`src/rtl/regfile_pkg.sv`:
```
// ----------------------------------------------------------------------------
// regfile_pkg
// Shared constants for the 32x32 register file and its write-back queue.
//   ADDR_W   register address width
//   DATA_W   register data width
//   NUM_REGS number of architectural registers
//   REG_ZERO hard-wired zero register; writes to it are discarded
// ----------------------------------------------------------------------------
package regfile_pkg;

   localparam int ADDR_W   = 5;
   localparam int DATA_W   = 32;
   localparam int NUM_REGS = 32;

   localparam logic [ADDR_W-1:0] REG_ZERO = 5'd0;

endpackage

```
`src/rtl/wbq_fwd_match.sv`:
```
// ----------------------------------------------------------------------------
// wbq_fwd_match
// Youngest-match search over the write-back queue entries for one read port.
// Ports:
//   entry_valid  in   per-entry pending flag
//   entry_addr   in   per-entry destination register
//   entry_data   in   per-entry result value
//   wr_ptr       in   next free slot; wr_ptr-1 is the youngest entry
//   lookup_addr  in   register address presented by the read side
//   hit          out  some pending entry targets lookup_addr
//   data         out  data of the youngest matching entry, 0 on miss
// ----------------------------------------------------------------------------
module wbq_fwd_match #(
   parameter int DEPTH  = 4,
   parameter int ADDR_W = regfile_pkg::ADDR_W,
   parameter int DATA_W = regfile_pkg::DATA_W,
   localparam int PTR_W = $clog2(DEPTH)
) (
   input  logic [DEPTH-1:0]             entry_valid,
   input  logic [DEPTH-1:0][ADDR_W-1:0] entry_addr,
   input  logic [DEPTH-1:0][DATA_W-1:0] entry_data,
   input  logic [PTR_W-1:0]             wr_ptr,
   input  logic [ADDR_W-1:0]            lookup_addr,
   output logic                         hit,
   output logic [DATA_W-1:0]            data
);
   import regfile_pkg::REG_ZERO;

   // Walk from the oldest possible slot (wr_ptr-DEPTH) to the youngest
   // (wr_ptr-1); later matches overwrite earlier ones so the youngest wins.
   always_comb begin
      logic [PTR_W-1:0] idx;
      hit  = 1'b0;
      data = '0;
      idx  = '0;
      for (int k = DEPTH; k >= 1; k--) begin
         idx = wr_ptr - PTR_W'(k);
         if (entry_valid[idx] && (entry_addr[idx] == lookup_addr) &&
             (lookup_addr != ADDR_W'(REG_ZERO))) begin
            hit  = 1'b1;
            data = entry_data[idx];
         end
      end
   end

endmodule

```
`src/rtl/regfile_writeback_queue.sv`:
```
// ----------------------------------------------------------------------------
// regfile_writeback_queue
// Writer side of the register file: an in-order FIFO of results that drains
// at most one entry per cycle onto the register-file write port and forwards
// the youngest pending value for the current rs/rt read addresses.
// Ports:
//   clock              in   rising-edge clock
//   Reset              in   synchronous active-low reset
//   in_valid/in_ready  in/out  producer handshake (in_ready = !full)
//   in_addr, in_data   in   destination register and result value
//   drain_en           in   register file can take a write this cycle
//   reg_write_enable   out  write strobe (head entry retires on this edge)
//   reg_write_address  out  write address, 0 when no write
//   write_data         out  write data, 0 when no write
//   rs_addr, rt_addr   in   read addresses at the register file
//   fwd_hit_1/2        out  pending write targets rs / rt
//   fwd_data_1/2       out  youngest pending data for rs / rt
//   count              out  queue occupancy 0..DEPTH
// ----------------------------------------------------------------------------
module regfile_writeback_queue #(
   parameter int DEPTH  = 4,
   parameter int DATA_W = regfile_pkg::DATA_W,
   parameter int ADDR_W = regfile_pkg::ADDR_W,
   localparam int CNT_W = $clog2(DEPTH) + 1
) (
   input  logic              clock,
   input  logic              Reset,
   input  logic              in_valid,
   output logic              in_ready,
   input  logic [ADDR_W-1:0] in_addr,
   input  logic [DATA_W-1:0] in_data,
   input  logic              drain_en,
   output logic              reg_write_enable,
   output logic [ADDR_W-1:0] reg_write_address,
   output logic [DATA_W-1:0] write_data,
   input  logic [ADDR_W-1:0] rs_addr,
   input  logic [ADDR_W-1:0] rt_addr,
   output logic              fwd_hit_1,
   output logic              fwd_hit_2,
   output logic [DATA_W-1:0] fwd_data_1,
   output logic [DATA_W-1:0] fwd_data_2,
   output logic [CNT_W-1:0]  count
);
   import regfile_pkg::REG_ZERO;

   localparam int PTR_W = $clog2(DEPTH);

   logic [DEPTH-1:0][ADDR_W-1:0] addr_q;
   logic [DEPTH-1:0][DATA_W-1:0] data_q;
   logic [DEPTH-1:0]             valid_q;
   logic [PTR_W-1:0]             wr_ptr;
   logic [PTR_W-1:0]             rd_ptr;
   logic [CNT_W-1:0]             occ;

   logic full;
   logic empty;
   logic push;
   logic pop;

   assign full     = (occ == CNT_W'(DEPTH));
   assign empty    = (occ == '0);
   assign in_ready = !full;
   assign count    = occ;

   // r0 writes complete the handshake but are never queued.
   assign push = in_valid && in_ready && (in_addr != ADDR_W'(REG_ZERO));

   // Reset gates the strobe so a reset edge never doubles as a retire edge.
   assign pop = !empty && drain_en && Reset;

   assign reg_write_enable  = pop;
   assign reg_write_address = pop ? addr_q[rd_ptr] : '0;
   assign write_data        = pop ? data_q[rd_ptr] : '0;

   always_ff @(posedge clock) begin
      if (!Reset) begin
         wr_ptr  <= '0;
         rd_ptr  <= '0;
         occ     <= '0;
         valid_q <= '0;
      end else begin
         // push and pop never touch the same slot: equal pointers imply
         // empty (no pop) or full (no push).
         if (push) begin
            valid_q[wr_ptr] <= 1'b1;
            wr_ptr          <= wr_ptr + PTR_W'(1);
         end
         if (pop) begin
            valid_q[rd_ptr] <= 1'b0;
            rd_ptr          <= rd_ptr + PTR_W'(1);
         end
         case ({push, pop})
            2'b10:   occ <= occ + CNT_W'(1);
            2'b01:   occ <= occ - CNT_W'(1);
            default: occ <= occ;
         endcase
      end
   end

   // Payload needs no reset; valid_q and the pointers qualify every read.
   always_ff @(posedge clock) begin
      if (push) begin
         addr_q[wr_ptr] <= in_addr;
         data_q[wr_ptr] <= in_data;
      end
   end

   wbq_fwd_match #(
      .DEPTH  (DEPTH),
      .ADDR_W (ADDR_W),
      .DATA_W (DATA_W)
   ) u_fwd_rs (
      .entry_valid (valid_q),
      .entry_addr  (addr_q),
      .entry_data  (data_q),
      .wr_ptr      (wr_ptr),
      .lookup_addr (rs_addr),
      .hit         (fwd_hit_1),
      .data        (fwd_data_1)
   );

   wbq_fwd_match #(
      .DEPTH  (DEPTH),
      .ADDR_W (ADDR_W),
      .DATA_W (DATA_W)
   ) u_fwd_rt (
      .entry_valid (valid_q),
      .entry_addr  (addr_q),
      .entry_data  (data_q),
      .wr_ptr      (wr_ptr),
      .lookup_addr (rt_addr),
      .hit         (fwd_hit_2),
      .data        (fwd_data_2)
   );

endmodule
```
`config.mk`:
```
export PLATFORM = sky130hd
export DESIGN_NAME = regfile_writeback_queue
export DESIGN_NICKNAME = d
export VERILOG_FILES = /design/src/rtl/regfile_pkg.sv /design/src/rtl/wbq_fwd_match.sv /design/src/rtl/regfile_writeback_queue.sv
export SDC_FILE = /design/constraint.sdc
export NUM_CORES = 1
export LEC_CHECK = 0
export ABC_AREA = 1
export CORE_MARGIN = 5
export CORE_UTILIZATION = 30
export DETAILED_ROUTE_END_ITERATION = 7
export GPL_TIMING_DRIVEN = 0
export PLACE_DENSITY = 0.54
export SETUP_SLACK_MARGIN = 0.02
export SLEW_MARGIN = 5
export SYNTH_ARGS = -nofsm -noshare
export SYNTH_HDL_FRONTEND = slang
export SYNTH_SLANG_ARGS = --single-unit
export TNS_END_PERCENT = 20
```
`constraint.sdc`:
```
create_clock -name clock -period 4.1 [get_ports clock]
set_input_delay 1.23 -clock clock [delete_from_list [all_inputs] [get_ports clock]]
set_output_delay 1.23 -clock clock [all_outputs]
set_load 0.1 [all_outputs]
```
==> impl_metrics.ini <==
[sta]
slew_violations = 0
tns_ns = -28.60
slew_headroom_pct = 14.6
finalCritPeriodShare_pct = 113
fmax_mhz = 216
tightest_slew_ns = 1.28
setup_viol_count_final = 67
finClkSkew_ns = 0.0117
finalHoldViolations = 0
rsz0062_at_grt = yes
fin_ws_ns = -0.524
period_minus_slack_ns = 4.62

[power]
vdd_drop_max_uv = 247
p_per_area_nw_per_um2 = 368
leakage_nw = 7.87

[routing]
avgViaCountPerCell = 5.32
drt_iter0_drc = 1768
wl_mm = 59.4
wl_met3_mm = 5.29
vias = 14600
wl_per_cell_um = 21.5
firstDrtPassIters = 5
dr_wl_met2_mm = 25.2
ant_nets = 0
top_layer_used = met5
routedLengthMet1_mm = 27.8
drc = 0

[critical_path]
arrival_ns = 3.39
endpoint_kind = output pin
cp.buffers_inverters = 11
cp-start-kind = flip-flop
slowest_delay_ns = 0.35
crit_path_frequent_cell = buf_8
crit_start = wr_ptr[0]$_SDFFE_PN0N_
worstPathMaxFanout = 8
crit_required_ns = 2.87
cpMaxStageDelayCell = dfxtp_2
crit_chain = buf_8 > inv_6 > buf_8 > buf_8 > buf_8 > buf_12 > ha_4 > inv_6 > clkbuf_16 > nand3_4 > nand2_2 > nand2_1 > nand2_1 > nor2_2 > nand3_4 > buf_12 > clkbuf_16 > nor2_4 > nor2_1 > nand2_1 > nand2_2 > nand2_4 > buf_12
critPathKind = flip-flop to output pin
worstReg2RegStart = wr_ptr[0]$_SDFFE_PN0N_
critical_path.top_delay_family = buffers and inverters

[global_routing]
first_global_vias = 13700
grt_overflow_total = 0
antenna_found_initial = 1
grt_pass1_wl_mm = 87.4
grt_max_degree = 26
grt_usage_pct = 24.2

[finish]
fin_nets = 2265
antenna_cells = 0
drive_gt1_share_pct = 22.9
stdcell_count = 2755
area_growth_syn_to_layout_pct = 46.3

[die]
rows = 75
die_w_um = 217
core_area_um2 = 42100
start_util_pct = 30.5
dieArea_um2 = 47100
top_level_ports = 159
fp.dieH_um = 217

[clock_tree]
clock_latency_ns = 0.42
tritoncts = yes
cts_buffer_depth = 2
clockRootBuffer = clkbuf_16
ctsHoldBuffers = 0
cts.clk_slew.worst_paths_ns = 0.06
cts_buffers = 17
cts_sinks = 159
htree_levels = 4

[logic_synthesis]
yosys_warnings = 0
synth_area_um2 = 12800
yosysSeqAreaShare_pct = 36.3
synth.distinct_cells = 35
syn_inst = 1983
synth_area_per_cell_um2 = 6.48
ys_ff_latch = 159
syn_nets = 2044

[placed_design]
gp_routability_congestion = 0.965
port_buffers = 156
dp_hpwl_mm = 46.8
dpl.cell_count = 2682

[run_status]
failed_checks = negative setup slack
outcome = complete, but fails checks

[run]
drv_cap = 0

[hold_path]
hp-class = flip-flop to flip-flop
hp-start = count[2]$_SDFFE_PN0P_
[where the power goes]
group | switching, mW | total [mW] | internal (mW) | leakage (nW)
registers | 0.0644 | 1.94 | 1.88 | 1.45
clock network | 0.634 | 1.47 | 0.834 | 0.255
logic | 2.46 | 3.50 | 1.04 | 6.16
total | 3.16 | 6.91 | 3.75 | 7.87
[worst reg2reg max path: stages (launching register included)]
cell     delay, ns
dfxtp_2       0.33
buf_8         0.13
inv_6         0.05
buf_8         0.09
buf_8         0.10
buf_8         0.10
buf_12        0.10
buf_4         0.18
ha_1          0.17
inv_1         0.06
nor2_4        0.52
buf_12        0.28
[final timing paths]
path,endpoint,slack (ns),cells after the start
min,count[2]$_SDFFE_PN0P_,0.50,2
max reg2reg,data_q[74]$_DFFE_PP_,1.66,11
min reg2reg,count[2]$_SDFFE_PN0P_,0.50,2
max,fwd_data_2[22],-0.52,23
[layout by cell type (no fill, tap or decap), types with 43 or more instances in the layout]
master / synthesis / layout
nand2_1: 701 / 606
nor2_1: 224 / 200
a21oi_1: 91 / 84
buf_4: 24 / 54
buf_12: 0 / 107
nand3_1: 131 / 113
edfxtp_1: 148 / 148
o21ai_0: 307 / 275
inv_1: 120 / 117
clkbuf_1: 56 / 46
clkdlybuf4s50_1: 0 / 43
nand2_2: 5 / 86
[cells in the mapped netlist, drive strengths merged]
master	instances	share of area, %
fa	1	0.16
dfxtp	11	1.7
inv	126	3.7
a211oi	1	0.058
o21ai	317	12
mux2i	1	0.078
nor2	249	7.9
nor3	2	0.078
a21oi	91	3.5
a21boi	1	0.058
nand3	135	5.4
o31ai	1	0.058
edfxtp	148	35
buf	83	4.2
or2	1	0.049
ha	9	0.88
a221oi	31	2.1
nand2	706	21
clkbuf	57	1.7
xor2	5	0.34
nand4	3	0.15
o2111ai	2	0.14
clkinv	2	0.058
[sequential cells by signal, summed over array words and instances (netlist names)]
| signal | flops |
|---|---|
| addr_q | 20 |
| count | 3 |
| data_q | 128 |
| rd_ptr | 2 |
| valid_q | 4 |
| wr_ptr | 2 |
[area by class of cell]
| cell class | count | area, um2 |
|---|---|---|
| tap | 539 | 674 |
| fill | 4179 | 23300 |
| inverter | 128 | 508 |
| sequential | 159 | 4670 |
| buffer | 139 | 1150 |
| timing repair buffer | 203 | 3030 |
| clock buffer | 19 | 433 |
| clock inverter | 12 | 113 |
| multi-input combinational | 1556 | 8220 |
[cells by family (layout without fill, tap and decap cells)]
group,after synthesis,count (layout),synth area share [%]
compound gates,444,444,18.3
simple gates,1096,1096,34.3
buf+inv,268,501,9.64
xor+xnor,5,5,0.341
flops,159,159,36.3
fa+ha+maj,10,10,1.03
mux,1,1,0.0779
[through the flow]
stage	total power, mW	area (um2)	hold WS (ns)	utilization (%)	worst slack (ns)
6_report	6.91	18800	0.502	44.6	-0.524
5_1_grt	7.21	18800	0.557	44.6	-0.639
4_1_cts	6.73	18100	0.511	43.0	-0.473
3_5_place_dp	4.97	16200	0.491	38.6	-1.75
3_3_place_gp	4.92	16100	0.483	38.3	-1.85
2_1_floorplan	4.07	13900	0.526	-	-0.391
[layer usage]
metal  up-vias  GRT usage (%)
met5         -              0
met4         2           5.35
met3        52           3.97
met2       753           35.6
met1      6855           37.2
li1       6984              -
[timing repair]
item | 4_1_cts | 5_1_grt
cloned | 4 | 8
pin swaps | 41 | 36
resized for setup | 963 | 174
setup endpoints to repair | 104 | 101
buffers inserted | 28 | 4
Note: power is estimated with default switching activity, not from simulation.
